===== src/rtl/snn_pkg.sv =====
// -----------------------------------------------------------------------------
// snn_pkg
// Shared definitions for the spiking-classifier output stage:
//   NUM_CLASSES     - number of output neurons (one per digit class)
//   DEFAULT_COUNT_W - default width of a per-neuron spike count
//   WIN_CNT_W       - width of the inference-window cycle counter
//   state_t         - spike_count_bank FSM encoding
// -----------------------------------------------------------------------------
package snn_pkg;

    localparam int NUM_CLASSES     = 10;
    localparam int DEFAULT_COUNT_W = 8;
    localparam int WIN_CNT_W       = 16;

    typedef enum logic [1:0] {
        IDLE  = 2'd0,
        COUNT = 2'd1,
        DONE  = 2'd2
    } state_t;

endpackage : snn_pkg


===== src/rtl/spike_counter.sv =====
// -----------------------------------------------------------------------------
// spike_counter
// One saturating spike counter. Clears to zero on clr, otherwise adds one on
// inc until it reaches its all-ones value, where it sticks.
// Ports:
//   clk    - rising-edge clock
//   rst_n  - asynchronous active-low reset (count -> 0)
//   clr    - synchronous clear, has priority over inc
//   inc    - count one spike this cycle
//   count  - registered count value
// -----------------------------------------------------------------------------
module spike_counter
    import snn_pkg::*;
#(
    parameter int COUNT_W = DEFAULT_COUNT_W
) (
    input  logic               clk,
    input  logic               rst_n,
    input  logic               clr,
    input  logic               inc,
    output logic [COUNT_W-1:0] count
);

    localparam logic [COUNT_W-1:0] COUNT_MAX = '1;

    logic [COUNT_W-1:0] r_count;

    // NOTE: sequential state uses non-blocking assignments so every register
    // samples the pre-edge values, regardless of block evaluation order.
    // NOTE: the count is reset even though it is data, because downstream
    // logic may read it in IDLE right after reset.
    always_ff @(posedge clk or negedge rst_n) begin
        if (!rst_n) begin
            r_count <= '0;
        end else if (clr) begin
            r_count <= '0;
        end else if (inc && (r_count != COUNT_MAX)) begin
            r_count <= r_count + 1'b1;
        end
    end

    assign count = r_count;

endmodule : spike_counter


===== src/rtl/spike_count_bank.sv =====
// -----------------------------------------------------------------------------
// spike_count_bank
// Counts spikes from the ten output neurons over a window of WINDOW_CYCLES
// cycles, then offers the ten counts to the argmax stage on a valid/ready
// handshake. FSM: IDLE -> (start) -> COUNT -> (window done) -> DONE ->
// (count_ready) -> IDLE.
// Ports:
//   clk, rst_n        - clock, asynchronous active-low reset
//   start             - begin a window (only looked at in IDLE)
//   spikes[9:0]       - one-cycle spike pulse per output neuron
//   count_ready       - consumer accepts the counts
//   busy              - window in progress (COUNT)
//   count_valid       - counts final and stable (DONE)
//   spike_count_0..9  - per-neuron saturating counts
// All outputs come straight from registers.
// -----------------------------------------------------------------------------
module spike_count_bank
    import snn_pkg::*;
#(
    parameter int WINDOW_CYCLES = 100,
    parameter int COUNT_W       = DEFAULT_COUNT_W
) (
    input  logic                   clk,
    input  logic                   rst_n,
    input  logic                   start,
    input  logic [NUM_CLASSES-1:0] spikes,
    input  logic                   count_ready,
    output logic                   busy,
    output logic                   count_valid,
    output logic [COUNT_W-1:0]     spike_count_0,
    output logic [COUNT_W-1:0]     spike_count_1,
    output logic [COUNT_W-1:0]     spike_count_2,
    output logic [COUNT_W-1:0]     spike_count_3,
    output logic [COUNT_W-1:0]     spike_count_4,
    output logic [COUNT_W-1:0]     spike_count_5,
    output logic [COUNT_W-1:0]     spike_count_6,
    output logic [COUNT_W-1:0]     spike_count_7,
    output logic [COUNT_W-1:0]     spike_count_8,
    output logic [COUNT_W-1:0]     spike_count_9
);

    // Window counter value during the last sampling cycle of a window.
    localparam logic [WIN_CNT_W-1:0] LAST_CYCLE = WIN_CNT_W'(WINDOW_CYCLES - 1);

    state_t                 r_state;
    logic [WIN_CNT_W-1:0]   r_win_cnt;
    logic                   r_busy;
    logic                   r_count_valid;

    logic                   w_clr;
    logic [NUM_CLASSES-1:0] w_inc;
    logic [COUNT_W-1:0]     w_count [NUM_CLASSES];

    // Counts are cleared on the accepted start, so the previous window's
    // result stays readable for as long as the block sits in IDLE.
    assign w_clr = (r_state == IDLE) && start;
    // Spikes only count while in COUNT; DONE freezes the result.
    assign w_inc = (r_state == COUNT) ? spikes : '0;

    always_ff @(posedge clk or negedge rst_n) begin
        if (!rst_n) begin
            r_state       <= IDLE;
            r_win_cnt     <= '0;
            r_busy        <= 1'b0;
            r_count_valid <= 1'b0;
        end else begin
            case (r_state)
                IDLE: begin
                    if (start) begin
                        r_state   <= COUNT;
                        r_win_cnt <= '0;
                        r_busy    <= 1'b1;
                    end
                end
                COUNT: begin
                    r_win_cnt <= r_win_cnt + 1'b1;
                    // This cycle's spikes are still counted; leave afterwards.
                    if (r_win_cnt == LAST_CYCLE) begin
                        r_state       <= DONE;
                        r_busy        <= 1'b0;
                        r_count_valid <= 1'b1;
                    end
                end
                DONE: begin
                    // start is deliberately ignored here, even alongside ready.
                    if (count_ready) begin
                        r_state       <= IDLE;
                        r_count_valid <= 1'b0;
                    end
                end
                default: begin
                    r_state       <= IDLE;
                    r_busy        <= 1'b0;
                    r_count_valid <= 1'b0;
                end
            endcase
        end
    end

    for (genvar g = 0; g < NUM_CLASSES; g++) begin : g_counter
        spike_counter #(
            .COUNT_W (COUNT_W)
        ) u_counter (
            .clk   (clk),
            .rst_n (rst_n),
            .clr   (w_clr),
            .inc   (w_inc[g]),
            .count (w_count[g])
        );
    end

    assign busy          = r_busy;
    assign count_valid   = r_count_valid;
    assign spike_count_0 = w_count[0];
    assign spike_count_1 = w_count[1];
    assign spike_count_2 = w_count[2];
    assign spike_count_3 = w_count[3];
    assign spike_count_4 = w_count[4];
    assign spike_count_5 = w_count[5];
    assign spike_count_6 = w_count[6];
    assign spike_count_7 = w_count[7];
    assign spike_count_8 = w_count[8];
    assign spike_count_9 = w_count[9];

endmodule : spike_count_bank


===== config.mk =====
export PLATFORM = sky130hd
export DESIGN_NAME = spike_count_bank
export DESIGN_NICKNAME = d
export VERILOG_FILES = /design/src/rtl/snn_pkg.sv /design/src/rtl/spike_counter.sv /design/src/rtl/spike_count_bank.sv
export SDC_FILE = /design/constraint.sdc
export NUM_CORES = 1
export LEC_CHECK = 0
export ABC_AREA = 1
export CAP_MARGIN = 10
export CELL_PAD_IN_SITES_DETAIL_PLACEMENT = 0
export CELL_PAD_IN_SITES_GLOBAL_PLACEMENT = 1
export CORE_UTILIZATION = 35
export DETAILED_ROUTE_END_ITERATION = 7
export GPL_TIMING_DRIVEN = 0
export PLACE_DENSITY_LB_ADDON = 0.1
export RECOVER_POWER = 50
export SYNTH_ARGS = -nofsm -noshare
export SYNTH_HDL_FRONTEND = slang
export SYNTH_SLANG_ARGS = --single-unit
export TNS_END_PERCENT = 10

===== constraint.sdc =====
create_clock -name clk -period 1.4 [get_ports clk]
set_clock_uncertainty 0.05 [all_clocks]
set_input_delay 0.28 -clock clk [delete_from_list [all_inputs] [get_ports clk]]
set_output_delay 0.28 -clock clk [all_outputs]
set_load 0.05 [all_outputs]

### Word level (Yosys, flattened, before mapping)

Cells that the tools add are included.

| word-level totals | value |
|---|---|
| flip-flop bits (word level) | 100 |
| input port bits | 14 |
| output and inout port bits | 82 |
| logic and storage cells | 103 |

| operators by class | value |
|---|---|
| add/subtract/negate cells | 11 |
| equal/unequal tests | 16 |
| mux-type cells | 33 |
| bitwise logic cells | 2 |
| reduce and logical (&&, ||, !) cells | 27 |

Operators by type and width:

| operator | count |
|---|---|
| $mux W8 | 20 |
| $add A8 B1 Y8 const B | 10 |
| $ne A8 B8 Y1 const B | 10 |
| $pmux W16 S2 | 1 |
| $reduce_bool A2 Y1 | 11 |
| $add A16 B1 Y16 const B | 1 |
| $eq A16 B7 Y1 const B | 1 |
| $mux W16 | 1 |
| $logic_and A1 B1 Y1 | 11 |
| $mux W10 | 1 |
| $reduce_and A3 Y1 | 3 |
| $mux W2 | 3 |
| $pmux W1 S3 | 2 |
| $pmux W2 S3 | 1 |
| $mux W1 | 4 |
| $ne A2 B2 Y1 const B | 2 |
| $eq A2 B1 Y1 const B | 1 |
| $eq A2 B2 Y1 const B | 1 |
| $logic_not A2 Y1 | 1 |
| $ne A2 B1 Y1 const B | 1 |
| $not A1 Y1 | 2 |
| $reduce_and A2 Y1 | 1 |

### Logic depth before layout (Yosys ltp)

Gate-level depths: netlist of run 1.

| depth | value |
|---|---|
| word-level depth | 5 |
| gate-level depth with buffers | 10 |
| gate-level depth less buffers | 9 |

### Cells and area by module

Synthesis of run 1 repeated with hierarchy kept, for this count alone.

| second synthesis, totals | value |
|---|---|
| cells, all modules | 926 |
| area total of the unflattened synthesis | 6,386.1 um2 |

By module, submodules not included:

| module | times used | cells each | area an instance (um2) | seq. area each (um2) |
|---|---|---|---|---|
| spike_counter | 10 | 74 | 511.7 | 200.2 |
| spike_count_bank | 1 | 186 | 1,268.7 | 500.5 |

### Worst setup path after synthesis of run 1

No wires, ideal clock.

| timing path | value |
|---|---|
| path kind | register to register |
| start | register g_counter[7].u_counter.r_count[1] |
| end | register g_counter[7].u_counter.r_count[3] |
| setup time | 138 ps |
| arrival time | 1,761 ps |
| data required time | 1,212 ps |
| setup slack | -549 ps |
| stages on the path, launching flop included | 7 |
| buffers on the path | 0 |
| period minus slack after synthesis | 1,949 ps |
| cells stage by stage | dfrtp_1 -> ha_1 -> nand2_1 -> nor2_1 -> a21oi_4 -> nor2_1 -> o21ai_0 |

| between the ends | value |
|---|---|
| cells in the longest elaborated chain, start to end | 3 |
| elaborated cells on any way between the ends | 6 |

Ends and longest elaborated chain:

| item | line | text |
|---|---|---|
| start, declared | spike_counter.sv:26 | `logic [COUNT_W-1:0] r_count;` |
| start signal, assigned | spike_counter.sv:38 | `r_count <= r_count + 1'b1;` |
| $add A8 B1 Y8 / $ne A8 B8 Y1 (equally long branches) | spike_counter.sv:38, spike_counter.sv:37 |  |
| $mux W8 / $logic_and A1 B1 Y1 (equally long branches) | spike_counter.sv:37 | `end else if (inc && (r_count != COUNT_MAX)) begin` |
| $mux W8 / $reduce_bool A2 Y1 (equally long branches) | n/a |  |

Parallel ways exist; a longest one is shown, timed or not. The select of a mux whose other input is x is not followed.
A chain may end at the register's enable or synchronous reset.

### Final worst setup path of run 1

| timing path | value |
|---|---|
| start | register r_state[1] |
| end | register g_counter[2].u_counter.r_count[1] |

| between the ends | value |
|---|---|
| cells in the longest elaborated chain, start to end | 4 |
| elaborated cells on any way between the ends | 7 |

Ends and longest elaborated chain:

| item | line | text |
|---|---|---|
| start, declared | spike_count_bank.sv:45 | `state_t r_state;` |
| start signal, assigned | spike_count_bank.sv:62 | `r_state <= IDLE;` |
| start signal, assigned | spike_count_bank.sv:70 | `r_state <= COUNT;` |
| start signal, assigned | spike_count_bank.sv:79 | `r_state <= DONE;` |
| $eq A2 B1 Y1 | spike_count_bank.sv:58 | `assign w_inc = (r_state == COUNT) ? spikes : '0;` |
| $mux W10 | spike_count_bank.sv:58 |  |
| $logic_and A1 B1 Y1 | spike_counter.sv:37 |  |
| $reduce_bool A2 Y1 (no source line) | n/a |  |
| end signal, assigned | spike_counter.sv:38 |  |
| end, declared | spike_counter.sv:26 |  |

Parallel ways exist; a longest one is shown, timed or not.

==> results_dict.tcl, run 1 <==
set metrics [dict create \
    ioPinCount 96 \
    power.density_mw_per_mm2 2090 \
    synth.avg_cell_area_um2 7.24 \
    cp.required_ns 1.59 \
    synth_cells 786 \
    synth.area.top_cells "dfrtp_1, nand2_1, inv_1" \
    vias 5657 \
    crit_fanout 6 \
    drive_above_1_share_pct 30.2 \
    drc 0 \
    drt-total-wl_mm 16.7 \
    vdd_drop_max_v 0.00109 \
    drtPass1Iterations 5 \
    grt_antenna_before_repair 0 \
    die_x_um 130 \
    htree_levels 3 \
    cp-end-kind "register" \
    worst_pin_slew_ns 0.496 \
    synth_top_area_share_pct 43.9 \
    slew_violations 0 \
    ys_types 26 \
    core_mm2 0.0159 \
    hold_violations 0 \
    async_flop_share_pct 100 \
    cts_tree "done" \
    utilization_pct 50.8 \
    highest_layer "met4" \
    die_area_mm2 0.0168 \
    crit_type "register to register" \
    dpl.cell_count 1098 \
    ant_nets 0 \
    wl_met1_mm 7.61 \
    period_share_pct 115 \
    fp-row-count 46 \
    cts.sinks 100 \
    worstHoldPathType "input pin to asynchronous set/reset pin" \
    cts_root_buf "clkbuf_16" \
    setup_ws_ns -0.206 \
    critPathLaunchType "register" \
    rsz0062_at_grt "yes" \
    met3_length_um 585 \
    gp_congestion 0.805 \
    track_usage_pct 20.7 \
    grt_overflow_total 0 \
    timing.final.crit_period_ns 1.61 \
    initial_utilization_pct 35.8 \
    place_hpwl_mm 11.4 \
    antennaDiodeCount 0 \
    p_leak_nw 3.80 \
    yosysWarningCount 0 \
    syn_nets 811 \
    wl_per_cell_um 14.5 \
    maxCapViolations 0 \
    synth-edff-count 0 \
    relSlewSlack_pct 66.9 \
    clk_path_buf_depth 2 \
    wl_met2_mm 8.28 \
    setup_viol 101 \
    die_h_um 130 \
    areaGrowthSynthToFinish_pct 41.6 \
    grt_start_max_net_pins 66 \
    ys.flop_type "dfrtp_1" \
    worstPathArrival_ns 1.79 \
    synth_top_cell_by_area "dfrtp_1" \
    vias_per_cell 4.92 \
    drt_iter0_markers 261 \
    synth_seq_cells 100 \
    port_buffers 95 \
    layout.nets 953 \
    path_clk_slew_ns 0.07 \
    fin_cells 1149 \
    power_w 0.0168 \
    ys_seq_area_share_pct 43.9 \
    cts_buffers 9 \
    grt_pass1_wl_mm 26.9 \
    grt_pass1_vias 5300 \
    violations "setup timing" \
    outcome "finished with violations" \
    fmax_mhz 623 \
    clk_latency_ns 0.35 \
    syn_area_mm2 0.00569 \
]
==> placed cells by master, fill, tap and decap left out, types with 7 or more instances in the layout <==
cell type        count
nand2_1            243
inv_1               86
nand3_1             60
nor2_1              57
dfrtp_1             52
buf_4               50
dfrtp_2             48
o21ai_0             39
nand4_1             34
clkbuf_4            27
a21oi_1             17
o21ai_1             17
xor2_1              17
nand2_2             16
nor2_4              15
buf_6               14
buf_2               14
clkdlybuf4s50_1     12
clkbuf_16           10
clkdlybuf4s15_2     10
a21oi_4              9
o21ai_2              9
buf_12               7
nand3_2              7
nor2_2               7
ha_4                 7
==> path summary, 6_finish.rpt <==
path | slack [ns] | startpoint | to | cells past startpoint
min | 0.38 | rst_n | g_counter[7].u_counter.count[3] | 2
max in group asynchronous | 0.15 | rst_n | g_counter[3].u_counter.count[0] | 3
min reg2reg | 0.42 | busy | busy | 2
max | -0.21 | r_state[1] | g_counter[2].u_counter.count[1] | 10
max reg2reg | -0.21 | r_state[1] | g_counter[2].u_counter.count[1] | 10
min in group clk | 0.42 | busy | busy | 2
==> registers in the layout (all words and copies together) (netlist names) <==
register and cells:
r_win_cnt 16, busy 1, count_valid 1, r_state 2
g_counter.u_counter.count 80
==> routing by layer <==
metal / GRT usage (%) / up-vias
li1: - / 2850
met1: 27.5 / 2672
met2: 35.5 / 123
met3: 2.52 / 12
met4: 5.88 / 0
met5: 0 / -
==> cell families after synthesis <==
family,after synthesis,synth area share (%)
AOI/OAI and AO/OA,102,10.4
DFF,100,43.9
xor gates and xnor gates,17,2.61
buffers and inverters,103,7.12
and+or+nand+nor,453,33.5
adders and majority gates,11,2.42
==> where the power goes <==
group          switching [W]  internal, W
registers            0.00129      0.00390
logic                0.00579      0.00301
clock network        0.00115      0.00167
total                0.00824      0.00858
==> layout make-up <==
class / instances / area (um2)
plain buffers: 11 / 156
clock buffers: 11 / 253
clock inverters: 5 / 83.8
fillers: 1565 / 7820
inverters: 92 / 360
multi-input cells: 584 / 3230
flip-flops and latches: 100 / 2560
well taps: 216 / 270
repair buffers: 130 / 1150
==> cells in the mapped netlist (4+ instances only) <==
library cell  instances
a21oi_4               4
nor2_1               77
nand2_1             266
nand3_1              66
a21oi_2               5
nand4_1              34
dfrtp_1             100
a21oi_1              20
o21bai_1              6
ha_1                 11
xor2_1               17
clkbuf_1              6
nor3_1                5
o21ai_0              62
inv_1                91
==> metrics by stage <==
stage / TNS (ns) / worst slack, ns / hold WS, ns / instance area (um2)
4_1_cts: -16.49 / -0.221 / 0.411 / 7850
5_1_grt: -21.14 / -0.290 / 0.419 / 8060
2_1_floorplan: -9.83 / -0.143 / -0.0656 / 5960
6_report: -13.51 / -0.206 / 0.384 / 8060
3_5_place_dp: -108.35 / -1.14 / 0.238 / 7210
3_3_place_gp: -538.05 / -4.59 / 0.412 / 7180
==> worst max-delay path, cell delays in order, from the launching register on <==
cell,delay [ns]
dfrtp_2,0.44
buf_6,0.13
nor3_4,0.22
buf_6,0.16
inv_8,0.04
buf_6,0.13
buf_6,0.12
nand2_8,0.08
inv_4,0.03
nand2_1,0.04
nand2_1,0.04
==> timing repair <==
action,CTS,global route
gates cloned,4,0
buffers inserted,29,1
resized for setup,461,132
hold endpoints to repair,35,0
pin swaps,6,16
hold buffers,1,0
endpoints found under the setup margin,182,152
No activity file was read; power rests on OpenSTA's default activity.
==> run 2, diff against run 1 <==
--- a/config.mk
+++ b/config.mk
@@ -6,7 +6,7 @@
 export NUM_CORES = 1
 export LEC_CHECK = 0
 export ABC_AREA = 1
-export CAP_MARGIN = 10
+export CAP_MARGIN = 20
 export CELL_PAD_IN_SITES_DETAIL_PLACEMENT = 0
 export CELL_PAD_IN_SITES_GLOBAL_PLACEMENT = 1
 export CORE_UTILIZATION = 35
@@ -14,6 +14,7 @@
 export GPL_TIMING_DRIVEN = 0
 export PLACE_DENSITY_LB_ADDON = 0.1
 export RECOVER_POWER = 50
+export SLEW_MARGIN = 10
 export SYNTH_ARGS = -nofsm -noshare
 export SYNTH_HDL_FRONTEND = slang
 export SYNTH_SLANG_ARGS = --single-unit
==> run 2 against run 1 <==
Effect of this change: the flow still finishes with violations (setup timing); power hardly changed; flip-flop and latch count stayed put; combinational power hardly changed; via count is 0.23% higher; final cell count stayed put; sequential power hardly changed; critical endpoint unchanged; largest cell class unchanged; largest power group unchanged.
==> results_dict.tcl, run 2 (synthesis gave the netlist of run 1 again) <==
set metrics [dict create \
    clk_path_buf_depth 2 \
    ioPinCount 96 \
    worst_pin_slew_ns 0.536 \
    grt_antenna_before_repair 0 \
    cts.sinks 100 \
    period_share_pct 115 \
    setup_ws_ns -0.206 \
    utilization_pct 50.8 \
    critPathLaunchType "register" \
    worstPathArrival_ns 1.79 \
    place_hpwl_mm 11.4 \
    die_area_mm2 0.0168 \
    htree_levels 3 \
    final_common_cell "nand2_1" \
    hold_violations 0 \
    maxCapViolations 0 \
    fillCellCount 1565 \
    vias_per_cell 4.93 \
    clk_latency_ns 0.35 \
    grt_start_max_net_pins 66 \
    ant_nets 0 \
    relSlewSlack_pct 64.3 \
    cts_buffers 9 \
    drc 0 \
    final_cell_mix "nand2_1, inv_1, nand3_1" \
    cts_root_buf "clkbuf_16" \
    drt_iter0_markers 261 \
    gp_congestion 0.805 \
    fin_cells 1149 \
    die_h_um 130 \
    areaGrowthSynthToFinish_pct 41.6 \
    p_leak_nw 3.80 \
    die_x_um 130 \
    drt-total-wl_mm 16.7 \
    initial_utilization_pct 35.8 \
    slew_violations 0 \
    outcome "finished with violations" \
    power_w 0.0168 \
    drive_above_1_share_pct 30.2 \
    track_usage_pct 20.7 \
    core_mm2 0.0159 \
    cp-end-kind "register" \
    violations "setup timing" \
    crit_type "register to register" \
    drtPass1Iterations 5 \
    crit_fanout 6 \
    setup_viol 101 \
    grt_pass1_wl_mm 26.9 \
    fmax_mhz 623 \
    dpl.cell_count 1098 \
    vdd_drop_max_v 0.00109 \
    power.density_mw_per_mm2 2090 \
    layout.nets 953 \
    tns_ns -13.44 \
    path_clk_slew_ns 0.07 \
    cts_tree "done" \
    worstHoldPathType "input pin to asynchronous set/reset pin" \
    timing.final.crit_period_ns 1.61 \
    largest_register_ffs 80 \
    rsz0062_at_grt "yes" \
    fp-row-count 46 \
    grt_pass1_vias 5300 \
    whs_ns 0.420 \
    cp.required_ns 1.59 \
    antennaDiodeCount 0 \
    wl_per_cell_um 14.5 \
    grt_overflow_total 0 \
    port_buffers 95 \
    vias 5670 \
]
run 2: critical path, cell delays in order, from the launching register on:
cell	delay, ns
dfrtp_2	0.44
buf_6	0.13
nor3_4	0.22
buf_6	0.16
inv_8	0.04
buf_6	0.13
buf_6	0.12
nand2_8	0.08
inv_4	0.03
nand2_1	0.04
nand2_1	0.04
run 2: timing repair:
item	CTS	global route
pin swaps	6	16
endpoints found under the hold margin	35	0
buffers inserted	29	1
resized for setup	461	132
gates cloned	4	0
endpoints found under the setup margin	182	152
hold buffers	1	0
run 2: worst paths after layout:
path | slack [ns] | endpoint | from | cells after the start
worst max register to register | -0.21 | g_counter[2].u_counter.count[1] | r_state[1] | 10
worst min-delay path | 0.42 | g_counter[7].u_counter.count[3] | rst_n | 2
min in group clk | 0.42 | busy | busy | 2
max in group asynchronous | 0.10 | g_counter[2].u_counter.count[1] | rst_n | 3
worst max-delay path | -0.21 | g_counter[2].u_counter.count[1] | r_state[1] | 10
worst min register to register | 0.42 | busy | busy | 2
run 2: report_power, final:
group          switching [W]  internal (W)
Clock                0.00115       0.00167
Combinational        0.00579       0.00301
Sequential           0.00129       0.00390
Total                0.00823       0.00858
run 2: final cells by class:
type	instances	area (um2)	area share (%)
timing repair buffer	130	1150	14.3
multi-input combinational	584	3230	40.0
clock buffer	11	253	3.13
tap	216	270	3.35
clock inverter	5	83.8	1.04
inverter	92	360	4.47
sequential	100	2560	31.8
buffer	11	156	1.94
run 2: layer usage:
metal	global-route usage, %	part of all wire [%]
met5	0	0
met4	5.88	1.1
met3	2.52	3.5
met2	35.5	50
met1	27.5	46
run 2: stage by stage:
stage	cell area (um2)	worst slack [ns]
6_report	8060	-0.206
5_1_grt	8060	-0.290
4_1_cts	7860	-0.221
3_5_place_dp	7210	-1.14
3_3_place_gp	7180	-4.59
2_1_floorplan	5960	-0.143
==> RTL change 1 (flow settings as in run 2) <==
Re-encode `state_t` (3 states) as one-hot, 3 bits wide.
--- a/src/rtl/snn_pkg.sv
+++ b/src/rtl/snn_pkg.sv
@@ -12,10 +12,10 @@
     localparam int DEFAULT_COUNT_W = 8;
     localparam int WIN_CNT_W       = 16;
 
-    typedef enum logic [1:0] {
-        IDLE  = 2'd0,
-        COUNT = 2'd1,
-        DONE  = 2'd2
+    typedef enum logic [2:0] {
+        IDLE  = 3'b001,
+        COUNT = 3'b010,
+        DONE  = 3'b100
     } state_t;
 
 endpackage : snn_pkg
Function: no difference found for any inputs over 10 cycles, from zero or initial values and one cycle with rst_n low; not proved beyond that.
==> RTL change 1 against run 2 <==
  * The run still ends with negative setup slack left
  * Worst setup slack better by 0.10 ns
  * Wire length decreased by 9.5%
  * Synthesized area down 2.3%
  * Largest power group unchanged
  * Cell area decreased by 2.2%
  * Combinational power fell by 42%
  * Power shrank 27%
  * Largest cell class unchanged
  * Count of clock-buffer cells in the layout fell by 1
  * Sequential cell count up 1
  * Critical path depth decreased by 1
==> RTL change 1: results (changes against run 2) <==
Cells and area
  • Nets@finish: 875 (-8.2%)
  • Inverters: 66 (-28%)
  • Ratio of cells with drive above 1 in the final layout: 34.6% (+4.4 points)
  • ClkCell Share: 3.82% (-0.35 points)
  • Clock buffer count: 10 (-1)
  • Multi-input logic area: 0.00310 mm2 (-3.9%)
  • Non-clk buf share: 17.2% (+0.95 points)
  • Fillers: 1478 (-5.6%)
  • Fraction of area in registers: 32.8% (+1.0 points)
  • Comb_multi_in: 523 (-10%)
  • Non-clock buffers: 149 (+5.7%)

Detailed routing
  • Met3 wire length: 708 um (+21%)
  • Via Count: 5166 (-8.9%)
  • Drt first pass iters: 4 (-1)
  • Met1 wire length: 7100 um (-6.9%)
  • Routed length on met2: 7000 um (-15%)
  • Starting DRT DRC Count: 220 (-16%)
  • Routed WL per cell: 14.1 um (-2.4%)

Worst setup path
  • CP top delay family: simple AND/OR/NAND/NOR gates
  • CP most frequent cell: nor2_4
  • Slowest stage delay, CP: 0.37 ns (-0.07 ns)
  • Worst Path Max Fanout: 7 (+1)
  • Critical-path top delay cell: dfrtp_1

Min path
  • Worst hold path type: reg2reg

Pwr
  • Design internal power: 6740 uW (-21%)
  • Clk pwr share: 21.1% (+4.3 points)
  • VDD IR max: 888 uV (-19%)
  • Combinational share of power: 41.7% (-11 points)
  • Leakage: 0.00381 uW (+0.50%)

Synthesis
  • Yosys reg bits: 101 (+1.0%)
  • Syn Nets: 725 (-11%)
  • Compound-Gate Fraction of Synth Area: 4.83% (-5.6 points)
  • Register area share after synthesis: 45.4% (+1.5 points)
  • Adder-cell share of the synthesized area: 2.47% (+0.057 points)
  • Synth area leaders: dfrtp_1 (45%), nand2_1 (14%), nand3_1 (10%), xor2_1 (5.8%), inv_1 (4.0%)
  • Synth top cells by count: nand2_1 (211), nand3_1 (111), dfrtp_1 (100), inv_1 (60), nor2_1 (45)
  • Post-synthesis cell type count: 30 (+15%)
  • Synth Area in XOR/XNOR: 8.34% (+5.7 points)

Outcome
  • Run status: finished, violations left
  • Failing checks: negative setup slack

Clocking
  • Postcts setup bufs: 24 (-17%)
  • Post-CTS sizing: 486 (+5.4%)

Place
  • Post-Place Worst Slack: -0.431 ns (+0.711 ns)
  • DP HPWL: 9790 um (-14%)
  • Global placer's final weighted congestion: 0.795 (-1.2%)

STA
  • Setup WS post-layout: -0.104 ns (+0.102 ns)
  • Max transition margin: 53.1% (-11 points)
  • Final Setup Violations: 93 (-7.9%)

GRT
  • Pin count of the biggest net entering global routing: 56 (-15%)
  • Met2 Use GR: 31.3% (-4.2 points)
  • First-pass GRT wire length: 25300 um (-6.0%)
  • Met1 usage: 25.9% (-1.6 points)
  • Gr usage total: 19.4% (-1.3 points)
  • GRT met3 Usage: 3.88% (+1.4 points)
  • Vias in the first global route: 5076 (-4.2%)
-- RTL change 1: path summary, 6_finish.rpt --
kind,from,slack [ns],endpoint,cells after the start
setup / recovery,r_state[2],-0.10,r_win_cnt[15],9
hold / removal,count_valid,0.43,count_valid,2
setup reg to reg,r_state[2],-0.10,r_win_cnt[15],9
hold reg to reg,count_valid,0.43,count_valid,2
max in group asynchronous,rst_n,0.07,r_state[0],3
min in group asynchronous,rst_n,0.50,g_counter[5].u_counter.count[7],2
-- RTL change 1: through the flow --
step | setup TNS [ns] | std cells | area [um2] | power [uW]
after floorplan | -18.39 | 700 | 5640 | 7910
after detailed placement | -44.50 | 1007 | 6880 | 9720
after CTS | -8.29 | 1053 | 7460 | 12200
final | -5.06 | 1066 | 7890 | 12300
after global placement | -471.69 | 1006 | 6850 | 9620
after global routing | -17.31 | 1066 | 7890 | 13100
==> RTL change 2 (settings of run 2) <==
Without the edit above. `DEFAULT_COUNT_W`: 8 -> 10.
--- a/src/rtl/snn_pkg.sv
+++ b/src/rtl/snn_pkg.sv
@@ -9,7 +9,7 @@
 package snn_pkg;
 
     localparam int NUM_CLASSES     = 10;
-    localparam int DEFAULT_COUNT_W = 8;
+    localparam int DEFAULT_COUNT_W = 10;
     localparam int WIN_CNT_W       = 16;
 
     typedef enum logic [1:0] {
Ports: changed (10 resized); port bits go from 96 to 116. No check against the original RTL was run, so the function may have changed too.
==> RTL change 2 against run 2 <==
  * Highest routed layer unchanged
  * Worst setup slack improved by 0.12 ns
  * Cell area rose by 28%
  * Via count rose by 18%
  * Synthesized area rose by 26%
  * Largest power group unchanged
  * Power fell by 1.5%
  * Sequential cell count rose by 20
  * The flow still finishes with violations (negative setup slack)
  * Clock power rose by 73%
  * Combinational power fell by 30%
  * Worst hold slack got worse by 0.16 ns
  * Wire length rose by 17%
  * Count of clock-buffer cells in the layout rose by 12
==> RTL change 2: results (changes against run 2) <==
Outcome
  • Run status: finished, violations left
  • Failing checks: negative setup slack

Synthesis
  • Register area share after synthesis: 41.8% (-2.2 points)
  • Post-synthesis cell type count: 34 (+31%)
  • Adder-cell share of the synthesized area: 1.91% (-0.50 points)
  • Compound-Gate Fraction of Synth Area: 2.61% (-7.8 points)

Worst setup path
  • CP endpoint: spike_count_6[0]
  • Crit path DAT: 1.15 ns (-0.64 ns)
  • R2R cell count: 8 (-2)
  • Worst Path Max Fanout: 5 (-1)
  • CP top delay family: flip-flops

STA
  • Final Setup Violations: 74 (-27%)
  • Setup WS post-layout: -0.0829 ns (+0.123 ns)
  • TNS Setup: -1.62 ns (+11.82 ns)

Cells and area
  • Comb_multi_in: 740 (+27%)
  • Ratio of cells with drive above 1 in the final layout: 31.6% (+1.4 points)

Place
  • Post-Place Worst Slack: -0.526 ns (+0.617 ns)
  • Port Buffers: 115 (+21%)

Pwr
  • VDD IR max: 1170 uV (+7.0%)

Clocking
  • Postcts setup bufs: 3 (-90%)
  • H-tree levels: 4 (+1)

Detailed routing
  • Drt via density: 4.64 (-5.9%)
  • Drt first pass iters: 4 (-1)
  • Final wirelength: 19500 um (+17%)

GRT
  • First-pass GRT wire length: 32000 um (+19%)
RTL change 2: cell types whose count changed in the layout (fill, tap and decap cells not counted), moves of 19 or more:
cell and change:
nand2_1 +93, buf_6 +87, nand3_1 +69, dfrtp_2 +39
o21ai_0 -30, clkbuf_4 -24, dfrtp_1 -19, xor2_1 +19
RTL change 2: metal layers:
metal / routed length (um) / part of all wire [%] / vias to the layer above
li1: - / - / 3510
met1: 9540 / 49 / 3075
met2: 9030 / 46 / 109
met3: 694 / 3.6 / 20
met4: 237 / 1.2 / 0
met5: 0 / 0 / -
RTL change 2: logic make-up (layout without fill, tap and decap cells):
logic type      Yosys count  after routing
simple gates            653            653
buf+inv                 136            316
flops                   120            120
xor+xnor                 43             43
compound gates           32             32
fa+ha+maj                11             11
mux                       1              1
RTL change 2: power groups by stage:
stage	sequential (uW)	clock (uW)	combinational, uW
final	5510	4880	6170
after CTS	5460	4970	5840
after detailed placement	5400	0	5710
after floorplan	7200	0	1990
after global routing	5640	5130	6730
after global placement	5400	0	5670
